<file path="config.mk">
export PLATFORM = sky130hd
export DESIGN_NAME = fir_dac_conditioner
export DESIGN_NICKNAME = d
export VERILOG_FILES = /design/src/rtl/fir_dac_conditioner_pkg.sv /design/src/rtl/sync_sample_fifo.sv /design/src/rtl/fir_dac_conditioner.sv
export SDC_FILE = /design/constraint.sdc
export NUM_CORES = 1
export LEC_CHECK = 0
export BUFFER_PORTS_ARGS = -buffer_cell sky130_fd_sc_hd__buf_4
export CAP_MARGIN = 5
export CORE_AREA = 2 2 98 100
export DETAILED_ROUTE_END_ITERATION = 12
export DIE_AREA = 0 0 100 102
export PLACE_DENSITY = 0.84
export SLEW_MARGIN = 20
export SYNTH_ARGS = -nofsm -noshare
export SYNTH_HDL_FRONTEND = slang
export SYNTH_SLANG_ARGS = --single-unit
export TNS_END_PERCENT = 5
</file>
<file path="constraint.sdc">
create_clock -name clk -period 3.2 [get_ports clk]
set_input_delay 0.48 -clock clk [delete_from_list [all_inputs] [get_ports clk]]
set_output_delay 0.48 -clock clk [all_outputs]
set_load 0.01 [all_outputs]
</file>
<file path="src/rtl/fir_dac_conditioner_pkg.sv">
// Shared constants and types for the FIR-to-DAC conditioning path.
// The DAC code is offset binary, so midscale 12'h800 is the zero-output code.
package fir_dac_conditioner_pkg;

  localparam int DAC_W = 12;
  localparam logic [DAC_W-1:0] DAC_MID = 12'h800;
  localparam int S_MIN = -2048;
  localparam int S_MAX = 2047;

  typedef enum logic [1:0] {
    IDLE,
    SET,
    WAIT_HI,
    WAIT_LO
  } dac_state_t;

  typedef struct packed {
    logic             sat;
    logic [DAC_W-1:0] code;
  } dac_code_t;

endpackage

</file>
<file path="src/rtl/sync_sample_fifo.sv">
// Small synchronous sample FIFO with extra-MSB pointers for full/empty detection.
// A pop in the same cycle as a push on a full FIFO frees the slot, so the push lands.
module sync_sample_fifo
  import fir_dac_conditioner_pkg::*;
#(
  parameter int DEPTH  = 4,
  parameter int DATA_W = DAC_W
) (
  input  logic              clk,
  input  logic              rst,
  input  logic              push,
  input  logic              pop,
  input  logic [DATA_W-1:0] din,
  output logic [DATA_W-1:0] dout,
  output logic              full,
  output logic              empty
);

  localparam int AW = $clog2(DEPTH);
  localparam logic [AW:0] PTR_ONE = (AW + 1)'(1);

  logic [DATA_W-1:0] mem [DEPTH];
  logic [AW:0]       wr_ptr;
  logic [AW:0]       rd_ptr;
  logic              do_push;
  logic              do_pop;

  assign empty   = (wr_ptr == rd_ptr);
  assign full    = (wr_ptr[AW] != rd_ptr[AW]) && (wr_ptr[AW-1:0] == rd_ptr[AW-1:0]);
  assign do_pop  = pop && !empty;
  assign do_push = push && (!full || do_pop);
  assign dout    = mem[rd_ptr[AW-1:0]];

  always_ff @(posedge clk) begin
    if (rst) begin
      wr_ptr <= '0;
      rd_ptr <= '0;
    end else begin
      if (do_push) wr_ptr <= wr_ptr + PTR_ONE;
      if (do_pop)  rd_ptr <= rd_ptr + PTR_ONE;
    end
  end

  always_ff @(posedge clk) begin
    if (do_push) mem[wr_ptr[AW-1:0]] <= din;
  end

endmodule

</file>
<file path="src/rtl/fir_dac_conditioner.sv">
// Scales, rounds and saturates FIR results to 12-bit offset-binary DAC codes,
// queues them, and paces them into the DAC writer through its set/busy handshake.
module fir_dac_conditioner
  import fir_dac_conditioner_pkg::*;
#(
  parameter int SHIFT   = 16,
  parameter int DEPTH   = 4,
  parameter int BUSY_TO = 4
) (
  input  logic        clk,
  input  logic        rst,
  input  logic        s_tvalid,
  input  logic [31:0] s_tdata,
  input  logic        dac_busy,
  output logic [11:0] dac_value,
  output logic        dac_set,
  output logic [15:0] sat_count,
  output logic [15:0] drop_count,
  output logic        fifo_empty
);

  localparam int ACC_W = 33;
  localparam logic signed [ACC_W-1:0] HALF = ACC_W'(1) <<< (SHIFT - 1);
  localparam int TW = $clog2(BUSY_TO) + 1;
  localparam logic [TW-1:0] TIMER_LAST = TW'(BUSY_TO - 1);

  // One extra headroom bit keeps the rounding add from wrapping.
  function automatic logic signed [ACC_W-1:0] round_shift(input logic [31:0] x);
    logic signed [ACC_W-1:0] sum;
    sum = $signed({x[31], x}) + HALF;
    return sum >>> SHIFT;
  endfunction

  function automatic dac_code_t clamp_code(input logic signed [ACC_W-1:0] r);
    dac_code_t         c;
    logic signed [11:0] v;
    if (r > ACC_W'(S_MAX)) begin
      v     = 12'sd2047;
      c.sat = 1'b1;
    end else if (r < ACC_W'(S_MIN)) begin
      v     = -12'sd2048;
      c.sat = 1'b1;
    end else begin
      v     = r[11:0];
      c.sat = 1'b0;
    end
    c.code = v ^ DAC_MID;
    return c;
  endfunction

  function automatic logic [15:0] sat_inc(input logic [15:0] c);
    return (c == 16'hFFFF) ? c : c + 16'd1;
  endfunction

  logic                    vld_p1;
  logic                    vld_p2;
  logic signed [ACC_W-1:0] r_p1;
  logic [11:0]             code_p2;
  dac_code_t               clamp_p1;
  logic [11:0]             fifo_head;
  logic                    fifo_full;
  logic                    pop;
  dac_state_t              state;
  dac_state_t              state_next;
  logic [TW-1:0]           timer;
  logic [TW-1:0]           timer_next;

  assign clamp_p1 = clamp_code(r_p1);

  // Stage 1: round and shift; stage 2: clamp and offset to DAC code.
  always_ff @(posedge clk) begin
    r_p1    <= round_shift(s_tdata);
    code_p2 <= clamp_p1.code;
  end

  always_ff @(posedge clk) begin
    if (rst) begin
      vld_p1 <= 1'b0;
      vld_p2 <= 1'b0;
    end else begin
      vld_p1 <= s_tvalid;
      vld_p2 <= vld_p1;
    end
  end

  sync_sample_fifo #(
    .DEPTH  (DEPTH),
    .DATA_W (DAC_W)
  ) u_fifo (
    .clk   (clk),
    .rst   (rst),
    .push  (vld_p2),
    .pop   (pop),
    .din   (code_p2),
    .dout  (fifo_head),
    .full  (fifo_full),
    .empty (fifo_empty)
  );

  always_ff @(posedge clk) begin
    if (rst) begin
      sat_count  <= '0;
      drop_count <= '0;
      dac_value  <= DAC_MID;
    end else begin
      if (vld_p1 && clamp_p1.sat)        sat_count  <= sat_inc(sat_count);
      if (vld_p2 && fifo_full && !pop)   drop_count <= sat_inc(drop_count);
      if (pop)                           dac_value  <= fifo_head;
    end
  end

  always_ff @(posedge clk) begin
    if (rst) begin
      state <= IDLE;
      timer <= '0;
    end else begin
      state <= state_next;
      timer <= timer_next;
    end
  end

  // WAIT_HI gives up after BUSY_TO cycles so a writer that never raises busy cannot hang us.
  always_comb begin
    state_next = state;
    timer_next = timer;
    pop        = 1'b0;
    dac_set    = 1'b0;
    case (state)
      IDLE: begin
        if (!fifo_empty && !dac_busy) begin
          pop        = 1'b1;
          state_next = SET;
        end
      end
      SET: begin
        dac_set    = 1'b1;
        timer_next = '0;
        state_next = WAIT_HI;
      end
      WAIT_HI: begin
        if (dac_busy)                 state_next = WAIT_LO;
        else if (timer == TIMER_LAST) state_next = IDLE;
        else                          timer_next = timer + TW'(1);
      end
      WAIT_LO: begin
        if (!dac_busy) state_next = IDLE;
      end
      default: state_next = IDLE;
    endcase
  end

endmodule

</file>
# == Word-level counts from Yosys, hierarchy flattened ==
# Memories as Yosys holds them, arrays and structs flattened. A register that Yosys moved wholly into a read port is not among the register bits.
# Cells that the tools add are included.
# op_classes
addsub,6
order_cmp,2
n_eq_ne,14
n_mux,17
bitwise,3
reduce_logical,18
# ops
operator,n
adder 32 x 17 -> 33 bit (second input constant),1
adder 16 x 1 -> 16 bit (second input constant),2
equality test 16 bit (second input constant),2
2-to-1 mux 12 bit,2
> comparator 17 x 12 -> 1 bit (second input constant),1
< comparator 17 x 12 -> 1 bit (second input constant),1
adder 3 x 1 -> 3 bit (second input constant),3
2-to-1 mux 2 bit,4
!= test 2 bit (second input constant),4
case mux 2 bit (4 select lines),1
logical AND 1 bit,7
2-to-1 mux 1 bit,7
2-to-1 mux 3 bit,2
case mux 3 bit (2 select lines),1
AND reduction 3 bit,2
equality test 2 bit (second input constant),2
logical NOT 1 bit,4
AND reduction 2 bit,2
equality test 3 x 2 -> 1 bit (second input constant),1
equality test 3 bit,1
!= test 3 bit (second input constant),1
inverter 1 bit,3
equality test 2 x 1 -> 1 bit (second input constant),1
equality test 2 bit,1
other kinds (4),4
# word_totals
reg_bits,74
ramBits,48
out_inout_bits,46
elab_cells,72
mem_count,1
# mem_list
memory,words,width,read_ports,rd_clocked_by_memory_dff,wr,line_no,rtl
u_fifo.mem,4,12,1,1,1,sync_sample_fifo.sv:22,logic [DATA_W-1:0] mem [DEPTH];

# == Longest topological paths before layout ==
# Gate-level depths: netlist of run 1.
# logic_depth
word_depth,10
depth_mapped,7
mapped_depth_nobuf,7

# == By module ==
# From an unflattened synthesis of run 1, not the netlist that was laid out.
# unflattened
hier_cells,490
hier_area_um2,5621.6
# by_module_without_submodules
mod,n_inst,cells_each,area_each_um2,seq_area_each_um2
fir_dac_conditioner,1,373,3352.0,1601.5
sync_sample_fifo,1,117,2269.7,1601.5

# == Least setup slack after synthesis of run 1 ==
# OpenSTA, ideal clock, no wires.
# synth_timing
path_kind,input -> register
start,input port dac_busy
end,memory u_fifo.mem[3][0] (netlist bit) (enable)
setup_time_ps,363
arrival_ps,1720
required_time_ps,2837
path_slack_ps,1117
stages,3
path_cell_list,or3_1 a41oi_1 and2_1
# synth_between
elab_chain_len,9
# synth_lines
element,line_no,rtl
start: declaration,fir_dac_conditioner.sv:14,"input logic dac_busy,"
logical NOT 1 bit,--,
logical AND 1 bit,fir_dac_conditioner.sv:130,if (!fifo_empty && !dac_busy) begin
2-to-1 mux 1 bit,fir_dac_conditioner.sv:130,
2-to-1 mux 1 bit,fir_dac_conditioner.sv:128,case (state)
logical AND 1 bit,sync_sample_fifo.sv:30,assign do_pop = pop && !empty;
logical OR 1 bit,sync_sample_fifo.sv:31,assign do_push = push && (!full || do_pop);
logical AND 1 bit,sync_sample_fifo.sv:31,
2-to-1 mux 1 bit,sync_sample_fifo.sv:45,if (do_push) mem[wr_ptr[AW-1:0]] <= din;
2-to-1 mux 1 bit (implied by the code),sync_sample_fifo.sv:45,
end: declaration,sync_sample_fifo.sv:22,
# No other way between the ends.

# == Worst setup path in the final report of run 1 ==
# layout_timing
start,register state[0]
end,register u_fifo.wr_ptr[2]
# layout_between
elab_chain_len,5
# layout_lines
element,line_no,rtl
start: declaration,fir_dac_conditioner.sv:63,dac_state_t state;
start signal: assignment,fir_dac_conditioner.sv:117,state <= state_next;
logical NOT 2 bit,fir_dac_conditioner.sv:128,
2-to-1 mux 1 bit,fir_dac_conditioner.sv:128,
logical AND 1 bit,sync_sample_fifo.sv:30,
logical OR 1 bit,sync_sample_fifo.sv:31,
logical AND 1 bit,sync_sample_fifo.sv:31,
end signal: assignment,sync_sample_fifo.sv:39,if (do_push) wr_ptr <= wr_ptr + PTR_ONE;
end: declaration,sync_sample_fifo.sv:23,logic [AW:0] wr_ptr;
# No other way between the ends.
# A chain may end at the register's enable or synchronous reset.

==> impl_metrics.py, run 1 <==
metrics = {
    "drt": {
        "drc_errors": 0,
        "drt-total-wl_mm": 10.6,
        "vias": 3801,
        "dr.first_iter.drc_count": 186,
        "ant_nets": 0,
        "drt_pass1_iterations": 5,
        "wl_per_cell_um": 16.1,
        "post_drt_via_cell_ratio": 5.78,
    },
    "place": {
        "hpwlAfterDp_mm": 6.70,
        "dp.cells": 626,
        "portBuffers": 66,
        "place.gp.congestion": 0.771,
        "place_ws_ns": 0.614,
    },
    "synthesis": {
        "synth.distinct_cells": 51,
        "synth_area_um2": 5500,
        "synth_edf_count": 48,
        "synth_ff_type": "dfxtp_1",
        "postSynthAreaPerCell_um2": 11.8,
        "ys_ff_latch": 134,
        "ys_seq_area_share_pct": 57.5,
        "ys_async_sr_fraction_pct": 0,
        "synth_cells": 468,
        "synth_fp_nets": 514,
        "yosysWarningCount": 0,
    },
    "timing": {
        "finalWorstSetupSlack_ns": 0.846,
        "period_minus_slack_ns": 2.35,
        "fin_crit_sh_pct": 73.5,
        "rsz0062_at_grt": "false",
        "slew_violations": 0,
        "fin_skew_ns": 0.00665,
        "worstMarginPinSlew_ns": 0.698,
        "setup_viol": 0,
        "fmax_mhz": 425,
        "hold_ws_ns": 0.161,
        "hold_viol": 0,
        "slew_headroom_pct": 53.5,
        "setup_tns_ns": 0,
    },
    "clock_network": {
        "cts_tree": "built",
        "h-tree-depth": 4,
        "postCtsResizedCells": 0,
        "clockBufferDepth": 2,
        "cts_sinks": 134,
        "post_cts_buffers": 0,
        "holdBufCountCts": 0,
        "path_clk_slew_ns": 0.06,
        "cts_made_buffers": 17,
        "insertion_delay_ns": 0.51,
        "root_buffer": "clkbuf_8",
    },
    "outcome": {
        "status": "finished, final reports clean",
    },
    "worst_setup_path": {
        "path_cells": "or3_1 > a41oi_1 > and2_1 > xnor2_1 > nor2_1",
        "startpoint_type": "flop",
        "path_delay_family": "simple AND/OR/NAND/NOR gates",
        "crit_fanout": 13,
        "cp_data_required_time_ns": 3.57,
        "critPathKind": "reg -> reg",
        "max_stage_delay_ns": 0.67,
        "endpoint_kind": "flop",
        "worst-path-buf-inv": 0,
        "cp.arrival_ns": 2.72,
        "crit_slowest_cell": "and2_1",
    },
    "floorplanning": {
        "core_area_um2": 9110,
        "chipHeight_um": 102,
        "die_w_um": 100,
        "ios": 82,
        "initial_core_util_pct": 60.4,
        "row_count": 35,
        "design.die.area_um2": 10200,
    },
    "global_route": {
        "grt_antenna_before_repair": 0,
        "grt_usage_pct": 22.1,
        "grt_max_degree": 65,
        "grt_overflow_total": 0,
        "grt_pass1_vias": 3721,
        "grt_pass1_wl_mm": 17.3,
    },
    "cells_and_area": {
        "final_core_util_pct": 73.0,
        "fin_nets": 580,
        "drive_above_1_share_pct": 22.3,
        "diodes": 0,
        "stdcell_count": 658,
        "regArea_um2": 3160,
        "multi_input_comb_area_um2": 2190,
        "fillers": 627,
        "synthToLayoutAreaGrowth_pct": 20.9,
    },
    "power_and_ir_drop": {
        "max-vdd-ir-drop_v": 0.000318,
        "power.leakage_nw": 2.52,
        "power_density_nw_per_um2": 605,
    },
    "hold_path": {
        "hold_class": "in -> reg",
    },
    "run": {
        "maxCapViolCount": 0,
    },
}
[power breakdown]
part           internal (mW)  total, mW  switching [mW]
Clock                   1.18       1.92           0.739
Sequential              1.82       1.86          0.0373
Combinational          0.121      0.242           0.121
[cells in the mapped netlist (all sizes together) (12+ instances only)]
master,n,area (µm²)
nand3,21,110
nor2,49,184
mux4,12,270
nand2,14,52.6
inv,12,45.0
mux2i,14,140
edfxtp,48,1440
xor2,13,114
xnor2,21,191
a21oi,17,85.1
nand4,20,125
dfxtp,86,1720
[state kept, by name, indices dropped and copies added, names as in the netlist]
register and count:
vld_p2 1, u_fifo.wr_ptr 3, timer 3, dac_value 12, vld_p1 1, code_p2 12, r_p1 17, u_fifo.mem 48
sat_count 16, state 2, u_fifo.rd_ptr 3, drop_count 16
[path summary, 6_finish.rpt]
check                                  endpoint  slack, ns                  start  depth (start not counted)
setup / recovery  u_fifo.wr_ptr[2]$_SDFFE_PP0P_       0.85  state[0]$_SDFFE_PP0P_                          5
hold reg to reg           code_p2[8]$_SDFF_PP1_       0.42        r_p1[8]$_DFF_P_                          1
setup reg to reg  u_fifo.wr_ptr[2]$_SDFFE_PP0P_       0.85  state[0]$_SDFFE_PP0P_                          5
hold / removal                 r_p1[12]$_DFF_P_       0.16            s_tdata[28]                          2
[stage by stage]
stage	area (µm²)	total power [mW]
after global routing	6650	4.15
final	6650	4.02
after floorplan	5500	2.05
after global placement	6050	2.12
after detailed placement	6050	2.14
after CTS	6650	4.05
[worst reg2reg max path, stage by stage (launching register included)]
cell and delay [ns]:
dfxtp_1 0.32, or3_1 0.44, a41oi_1 0.54, and2_1 0.67, xnor2_1 0.19, nor2_1 0.06
[placed cells by master, fill, tap and decap left out, drive strengths merged, types with 4 or more instances in the layout]
cell,n
nand2b,4
buf,69
and4,8
mux2,5
nor2,49
mux4,12
xnor2,21
ha,10
and2,8
o31ai,4
edfxtp,48
clkbuf,21
a21o,11
nand4,20
and3,11
or3,6
nand2,14
nor2b,7
mux2i,14
clkinv,5
dfxtp,86
nand3,21
inv,17
o21ai,8
nor3,8
or4,7
a21oi,17
xor2,13
[routing by layer]
metal	up-vias	wire (µm)	global-route usage (%)
li1	1846	-	-
met1	1839	4480	26.0
met2	108	5610	39.2
met3	8	417	6.02
met4	0	104	8.22
met5	-	0	0
[cells by family (layout without fill, tap and decap cells)]
group / after synthesis / count (layout) / share of synthesized area [%]
AOI/OAI and AO/OA: 52 / 52 / 6.23
xor gates and xnor gates: 34 / 34 / 5.55
adders and majority gates: 10 / 10 / 2.27
buffers and inverters: 34 / 113 / 2.73
DFF: 134 / 134 / 57.5
muxes: 31 / 31 / 8.48
and+or+nand+nor: 173 / 173 / 17.2
[final cells by class]
type	count	share of cell area (%)
Sequential cell	134	47.5
Timing Repair Buffer	69	7.78
Tap cell	111	2.09
Clock inverter	11	1.62
Clock buffer	21	7.41
Multi-Input combinational cell	300	32.9
Inverter	12	0.677
(Power assumes the default switching activity.)
==> run 2: changes to the inputs <==
--- a/config.mk
+++ b/config.mk
@@ -5,12 +5,13 @@
 export SDC_FILE = /design/constraint.sdc
 export NUM_CORES = 1
 export LEC_CHECK = 0
+export ABC_AREA = 1
 export BUFFER_PORTS_ARGS = -buffer_cell sky130_fd_sc_hd__buf_4
 export CAP_MARGIN = 5
-export CORE_AREA = 2 2 98 100
+export CORE_AREA = 2 2 106 108
 export DETAILED_ROUTE_END_ITERATION = 12
-export DIE_AREA = 0 0 100 102
-export PLACE_DENSITY = 0.84
+export DIE_AREA = 0 0 108 110
+export PLACE_DENSITY = 0.78
 export SLEW_MARGIN = 20
 export SYNTH_ARGS = -nofsm -noshare
 export SYNTH_HDL_FRONTEND = slang
==> constraint.sdc (replaced) <==
create_clock -name clk -period 2.33 [get_ports clk]
set_input_delay 0.3495 -clock clk [delete_from_list [all_inputs] [get_ports clk]]
set_output_delay 0.3495 -clock clk [all_outputs]
set_load 0.01 [all_outputs]
==> impl_metrics.py, run 2 <==
metrics = {
    "outcome": {
        "status": "finished, final reports clean",
    },
    "synthesis": {
        "ys_ff_latch": 134,
        "synth_ff_type": "dfxtp_1",
        "synth_area_leader_cell": "dfxtp_1",
        "synthMostInstantiatedCell": "nand2_1",
        "synth_edf_count": 48,
        "postSynthAreaPerCell_um2": 8.69,
        "ys_async_sr_fraction_pct": 0,
        "synth_fp_nets": 732,
        "ys_top_cells_by_count": "177 x nand2_1, 86 x dfxtp_1, 78 x nor2_1",
        "yosys-top-cells-area": "dfxtp_1 29%, edfxtp_1 24%, nand2_1 11%",
        "synth_top_area_share_pct": 28.9,
        "synth_area_um2": 5960,
        "synth.distinct_cells": 33,
        "synth_cells": 686,
        "ys_seq_area_share_pct": 53.0,
        "yosysWarningCount": 0,
    },
    "drt": {
        "drt-total-wl_mm": 12.1,
        "drt_pass1_iterations": 6,
        "drc_errors": 0,
        "vias": 4800,
        "dr.first_iter.drc_count": 300,
        "wl_per_cell_um": 13.2,
        "post_drt_via_cell_ratio": 5.25,
        "ant_nets": 0,
    },
    "timing": {
        "setup_tns_ns": 0,
        "slew_headroom_pct": 56.0,
        "fmax_mhz": 487,
        "rsz0062_at_grt": "false",
        "fin_skew_ns": 0.00656,
        "slew_violations": 0,
        "hold_ws_ns": 0.0299,
        "period_minus_slack_ns": 2.05,
        "hold_viol": 0,
        "worstMarginPinSlew_ns": 0.660,
        "fin_crit_sh_pct": 88.1,
        "setup_viol": 0,
    },
    "hold_path": {
        "hold_class": "in -> reg",
        "whs_path_depth": 2,
        "hold_start": "s_tdata[29]",
        "holdPathEnd": "r_p1[13]$_DFF_P_",
    },
    "global_route": {
        "grt_antenna_before_repair": 0,
        "grt_usage_pct": 21.7,
        "grt_max_degree": 27,
        "grt_overflow_total": 0,
        "grt_pass1_vias": 4534,
        "grt_pass1_wl_mm": 20.3,
    },
    "cells_and_area": {
        "fillers": 854,
        "drive_above_1_share_pct": 19.1,
        "fin_nets": 807,
        "final_cell_mix": "177 x nand2_1, 86 x dfxtp_1, 79 x buf_4",
        "synthToLayoutAreaGrowth_pct": 20.8,
        "largest_reg_flops": 48,
        "final_common_cell": "nand2_1",
        "diodes": 0,
    },
    "worst_setup_path": {
        "timing.rr.start": "u_fifo.wr_ptr[0]$_SDFFE_PP0P_",
        "reg2reg_slack_ns": 0.36,
        "cp.arrival_ns": 1.70,
        "critPathKind": "reg -> out",
        "startpoint_type": "flop",
        "crit_fanout": 5,
        "r2r_end": "u_fifo.mem[2][7]$_DFFE_PP_",
        "cp_data_required_time_ns": 1.98,
        "endpoint_kind": "primary output",
        "rr_worst_depth": 7,
    },
    "run": {
        "maxCapViolCount": 0,
    },
    "place": {
        "portBuffers": 66,
        "hpwlAfterDp_mm": 8.26,
        "place.gp.congestion": 0.887,
    },
    "power_and_ir_drop": {
        "internal_power_mw": 4.54,
        "power.leakage_nw": 2.83,
        "switchingPower_mw": 1.61,
        "combPwrFrac_pct": 14.7,
        "power_frac_seq_pct": 43.0,
        "swShare_pct": 26.2,
        "max-vdd-ir-drop_v": 0.000457,
        "power_density_nw_per_um2": 853,
        "power_frac_clock_pct": 42.3,
    },
    "floorplanning": {
        "core_area_um2": 10700,
        "row_count": 38,
        "initial_core_util_pct": 55.7,
        "design.die.area_um2": 11900,
        "chipHeight_um": 110,
        "die_w_um": 108,
        "ios": 82,
    },
    "clock_network": {
        "cts_tree": "built",
        "post_cts_buffers": 0,
        "h-tree-depth": 4,
        "root_buffer": "clkbuf_8",
        "postCtsResizedCells": 0,
        "insertion_delay_ns": 0.52,
        "holdBufCountCts": 0,
        "cts_sinks": 134,
        "clockBufferDepth": 2,
        "path_clk_slew_ns": 0.06,
        "cts_made_buffers": 17,
    },
}
## run 2: changes by cell type after synthesis, sizes merged, moves of 14 or more
cell / previous run / this run
nand3: 21 / 38
o21ai: 8 / 36
inv: 12 / 53
mux2i: 14 / 0
a21oi: 17 / 51
nor2: 49 / 83
nand2: 14 / 182
## run 2: worst max path at each step
stage                                  startpoint                         end  slack (ns)  cells after the start
floorplan           u_fifo.rd_ptr[0]$_SDFFE_PP0P_  u_fifo.mem[0][0]$_DFFE_PP_        0.41                      8
global route        u_fifo.wr_ptr[0]$_SDFFE_PP0P_                  fifo_empty        0.15                      8
finish              u_fifo.wr_ptr[0]$_SDFFE_PP0P_                  fifo_empty        0.28                      8
global placement    u_fifo.wr_ptr[0]$_SDFFE_PP0P_  u_fifo.mem[3][7]$_DFFE_PP_        0.18                      7
CTS                 u_fifo.wr_ptr[0]$_SDFFE_PP0P_  u_fifo.mem[3][7]$_DFFE_PP_        0.06                      7
detailed placement  u_fifo.wr_ptr[0]$_SDFFE_PP0P_  u_fifo.mem[3][7]$_DFFE_PP_        0.08                      7
## run 2: layer usage
metal  vias to the layer above  part of all wire, %  track usage, %
li1                       2413                    -               -
met3                        20                  5.5            5.58
met1                      2212                   44            26.5
met5                         -                    0               0
met4                         0                  1.7            9.25
met2                       155                   49            36.7
## run 2: final cells by class
type                       instances  area [µm²]  share of cell area, %
clock inverter                    11         121                   1.69
sequential                       134        3160                   43.9
clock buffer                      21         464                   6.45
inverter                          53         201                   2.80
timing repair buffer              79         593                   8.24
tap                              140         175                   2.43
multi-input combinational        476        2480                   34.5
## run 2: power by group through the flow
stage / clock network, mW / logic [mW] / registers, mW
2_1_floorplan: 0 / 0.577 / 2.69
5_1_grt: 2.74 / 1.02 / 2.66
6_report: 2.60 / 0.905 / 2.64
4_1_cts: 2.63 / 0.905 / 2.64
3_5_place_dp: 0 / 0.900 / 2.69
3_3_place_gp: 0 / 0.879 / 2.68
## run 2: metrics by stage
stage / setup slack [ns] / instance area (µm²) / power, mW / util [%] / std cells
finish: 0.277 / 7200 / 6.14 / 67.3 / 914
CTS: 0.0619 / 7190 / 6.18 / 67.2 / 914
detailed placement: 0.0806 / 6610 / 3.59 / 61.7 / 882
global placement: 0.175 / 6610 / 3.56 / 61.7 / 882
floorplan: 0.414 / 5960 / 3.26 / - / 686
global route: 0.146 / 7200 / 6.42 / 67.3 / 914
## run 2: cell families (layout without fill, tap and decap cells)
family	after synthesis	count (layout)	share of synthesized area (%)
XOR/XNOR	37	37	5.43
adder cells (fa/ha/maj)	10	10	2.10
flip-flops	134	134	53.0
AND/OR/NAND/NOR	328	328	24.5
AO/OA/AOI/OAI	101	101	9.42
buffers and inverters	76	164	5.50
## run 2: worst max-delay path, stage by stage (launching register included)
cell	delay [ns]
dfxtp_1	0.41
inv_1	0.11
nand2_1	0.07
nand2_1	0.06
buf_4	0.13
inv_2	0.06
nand3_2	0.11
inv_1	0.12
buf_4	0.12
==> run 3: changes to the inputs <==
--- a/config.mk
+++ b/config.mk
@@ -5,13 +5,12 @@
 export SDC_FILE = /design/constraint.sdc
 export NUM_CORES = 1
 export LEC_CHECK = 0
-export ABC_AREA = 1
 export BUFFER_PORTS_ARGS = -buffer_cell sky130_fd_sc_hd__buf_4
 export CAP_MARGIN = 5
-export CORE_AREA = 2 2 106 108
+export CORE_AREA = 2 2 103 105
 export DETAILED_ROUTE_END_ITERATION = 12
-export DIE_AREA = 0 0 108 110
-export PLACE_DENSITY = 0.78
+export DIE_AREA = 0 0 105 107
+export PLACE_DENSITY = 0.77
 export SLEW_MARGIN = 20
 export SYNTH_ARGS = -nofsm -noshare
 export SYNTH_HDL_FRONTEND = slang
==> impl_metrics.py, run 3 (synthesis results as in run 1) <==
metrics = {
    "timing": {
        "slew_headroom_pct": 56.4,
        "hold_ws_ns": 0.0357,
        "fin_crit_sh_pct": 88.3,
        "rsz0062_at_grt": "false",
        "hold_viol": 0,
        "fmax_mhz": 486,
        "setup_viol": 0,
        "worstMarginPinSlew_ns": 0.654,
        "slew_violations": 0,
        "fin_skew_ns": 0.00715,
        "setup_tns_ns": 0,
        "period_minus_slack_ns": 2.06,
    },
    "drt": {
        "dr.first_iter.drc_count": 169,
        "drt-total-wl_mm": 10.4,
        "drc_errors": 0,
        "vias": 3834,
        "post_drt_via_cell_ratio": 5.56,
        "wl_per_cell_um": 15.1,
        "ant_nets": 0,
        "drt_pass1_iterations": 4,
    },
    "place": {
        "portBuffers": 66,
        "hpwlAfterDp_mm": 6.76,
        "place.gp.congestion": 0.787,
    },
    "clock_network": {
        "postCtsResizedCells": 0,
        "clockBufferDepth": 2,
        "insertion_delay_ns": 0.50,
        "h-tree-depth": 4,
        "holdBufCountCts": 0,
        "cts_sinks": 134,
        "post_cts_buffers": 0,
        "path_clk_slew_ns": 0.06,
        "cts_tree": "built",
        "root_buffer": "clkbuf_8",
        "cts_made_buffers": 17,
    },
    "worst_setup_path": {
        "rr_worst_depth": 6,
        "timing.rr.start": "drop_count[0]$_SDFFE_PP0P_",
        "crit_end": "drop_count[9]$_SDFFE_PP0P_",
        "crit_slowest_cell": "or4_1",
        "r2r_end": "drop_count[9]$_SDFFE_PP0P_",
        "endpoint_kind": "flop",
        "path_cells": "ha_1 > nand3_1 > nand4bb_1 > nand3_2 > or4_1 > a21oi_1",
        "max_stage_delay_ns": 0.50,
        "cp_data_required_time_ns": 2.76,
        "cp.arrival_ns": 2.49,
        "crit_fanout": 8,
        "reg2reg_slack_ns": 0.27,
        "critPathKind": "reg -> reg",
        "startpoint_type": "flop",
        "crit_path_start": "drop_count[0]$_SDFFE_PP0P_",
    },
    "power_and_ir_drop": {
        "power_density_nw_per_um2": 806,
        "power.leakage_nw": 2.54,
        "max-vdd-ir-drop_v": 0.000451,
    },
    "floorplanning": {
        "ios": 82,
        "initial_core_util_pct": 54.5,
        "die_w_um": 105,
        "core_area_um2": 10100,
        "design.die.area_um2": 11200,
        "chipHeight_um": 107,
        "row_count": 37,
    },
    "cells_and_area": {
        "final_cell_mix": "86 x dfxtp_1, 75 x buf_4, 49 x nor2_1",
        "fin_nets": 587,
        "synthToLayoutAreaGrowth_pct": 22.3,
        "final_common_cell": "dfxtp_1",
        "drive_above_1_share_pct": 23.3,
        "largest_reg_flops": 48,
        "diodes": 0,
    },
    "run": {
        "maxCapViolCount": 0,
    },
    "global_route": {
        "grt_overflow_total": 0,
        "grt_max_degree": 65,
        "grt_pass1_vias": 3629,
        "grt_antenna_before_repair": 0,
        "grt_usage_pct": 19.5,
        "grt_pass1_wl_mm": 17.3,
    },
    "outcome": {
        "status": "finished, final reports clean",
    },
    "hold_path": {
        "hold_class": "in -> reg",
    },
}
==> run 3: power by group <==
part | switching (mW) | internal [mW] | leakage, nW
combinational | 0.169 | 0.171 | 1.12
clock | 0.987 | 1.55 | 0.285
sequential | 0.0502 | 2.50 | 1.14
total | 1.21 | 4.22 | 2.54
==> run 3: worst min-delay path by stage <==
| stage | startpoint | endpoint | depth (start not counted) |
|---|---|---|---|
| 2_1_floorplan | r_p1[16]$_DFF_P_ | code_p2[11]$_DFF_P_ | 1 |
| 3_3_place_gp | r_p1[16]$_DFF_P_ | code_p2[11]$_DFF_P_ | 1 |
| 3_5_place_dp | r_p1[1]$_DFF_P_ | code_p2[1]$_SDFF_PP1_ | 1 |
| 4_1_cts | s_tdata[26] | r_p1[10]$_DFF_P_ | 2 |
| 5_1_grt | s_tdata[26] | r_p1[10]$_DFF_P_ | 2 |
| 6_report | s_tdata[26] | r_p1[10]$_DFF_P_ | 2 |
==> run 3: worst max-delay path, delay by kind of cell, from the launching register on <==
family / cells / cell delay [ns]
flip-flops: 1 / 0.38
AND/OR/NAND/NOR: 4 / 1.18
adder cells (fa/ha/maj): 1 / 0.29
AO/OA/AOI/OAI: 1 / 0.14
==> run 3: metal layers <==
layer | vias to the layer above | track usage, % | routed length (µm)
li1 | 1865 | - | -
met1 | 1854 | 24.0 | 4550
met2 | 101 | 33.8 | 5350
met3 | 14 | 4.13 | 388
met4 | 0 | 7.43 | 152
met5 | - | 0 | 0
==> run 3: stage by stage <==
stage          power [mW]  std cells  area, µm²  worst slack [ns]  utilization, %
6_report             5.43        690       6730             0.274            66.7
3_5_place_dp         2.94        658       6150             0.311            60.9
2_1_floorplan        2.81        468       5500             0.358               -
4_1_cts              5.47        690       6730             0.302            66.7
5_1_grt              5.60        690       6730             0.132            66.7
3_3_place_gp         2.92        658       6150             0.359            60.9
==> run 3: cell type report <==
class	count	area, µm²
fillers	786	3360
repair buffers	76	583
clock inverters	12	114
inverters	12	45.0
multi-input cells	300	2190
flip-flops and latches	134	3160
clock buffers	20	467
well taps	136	170
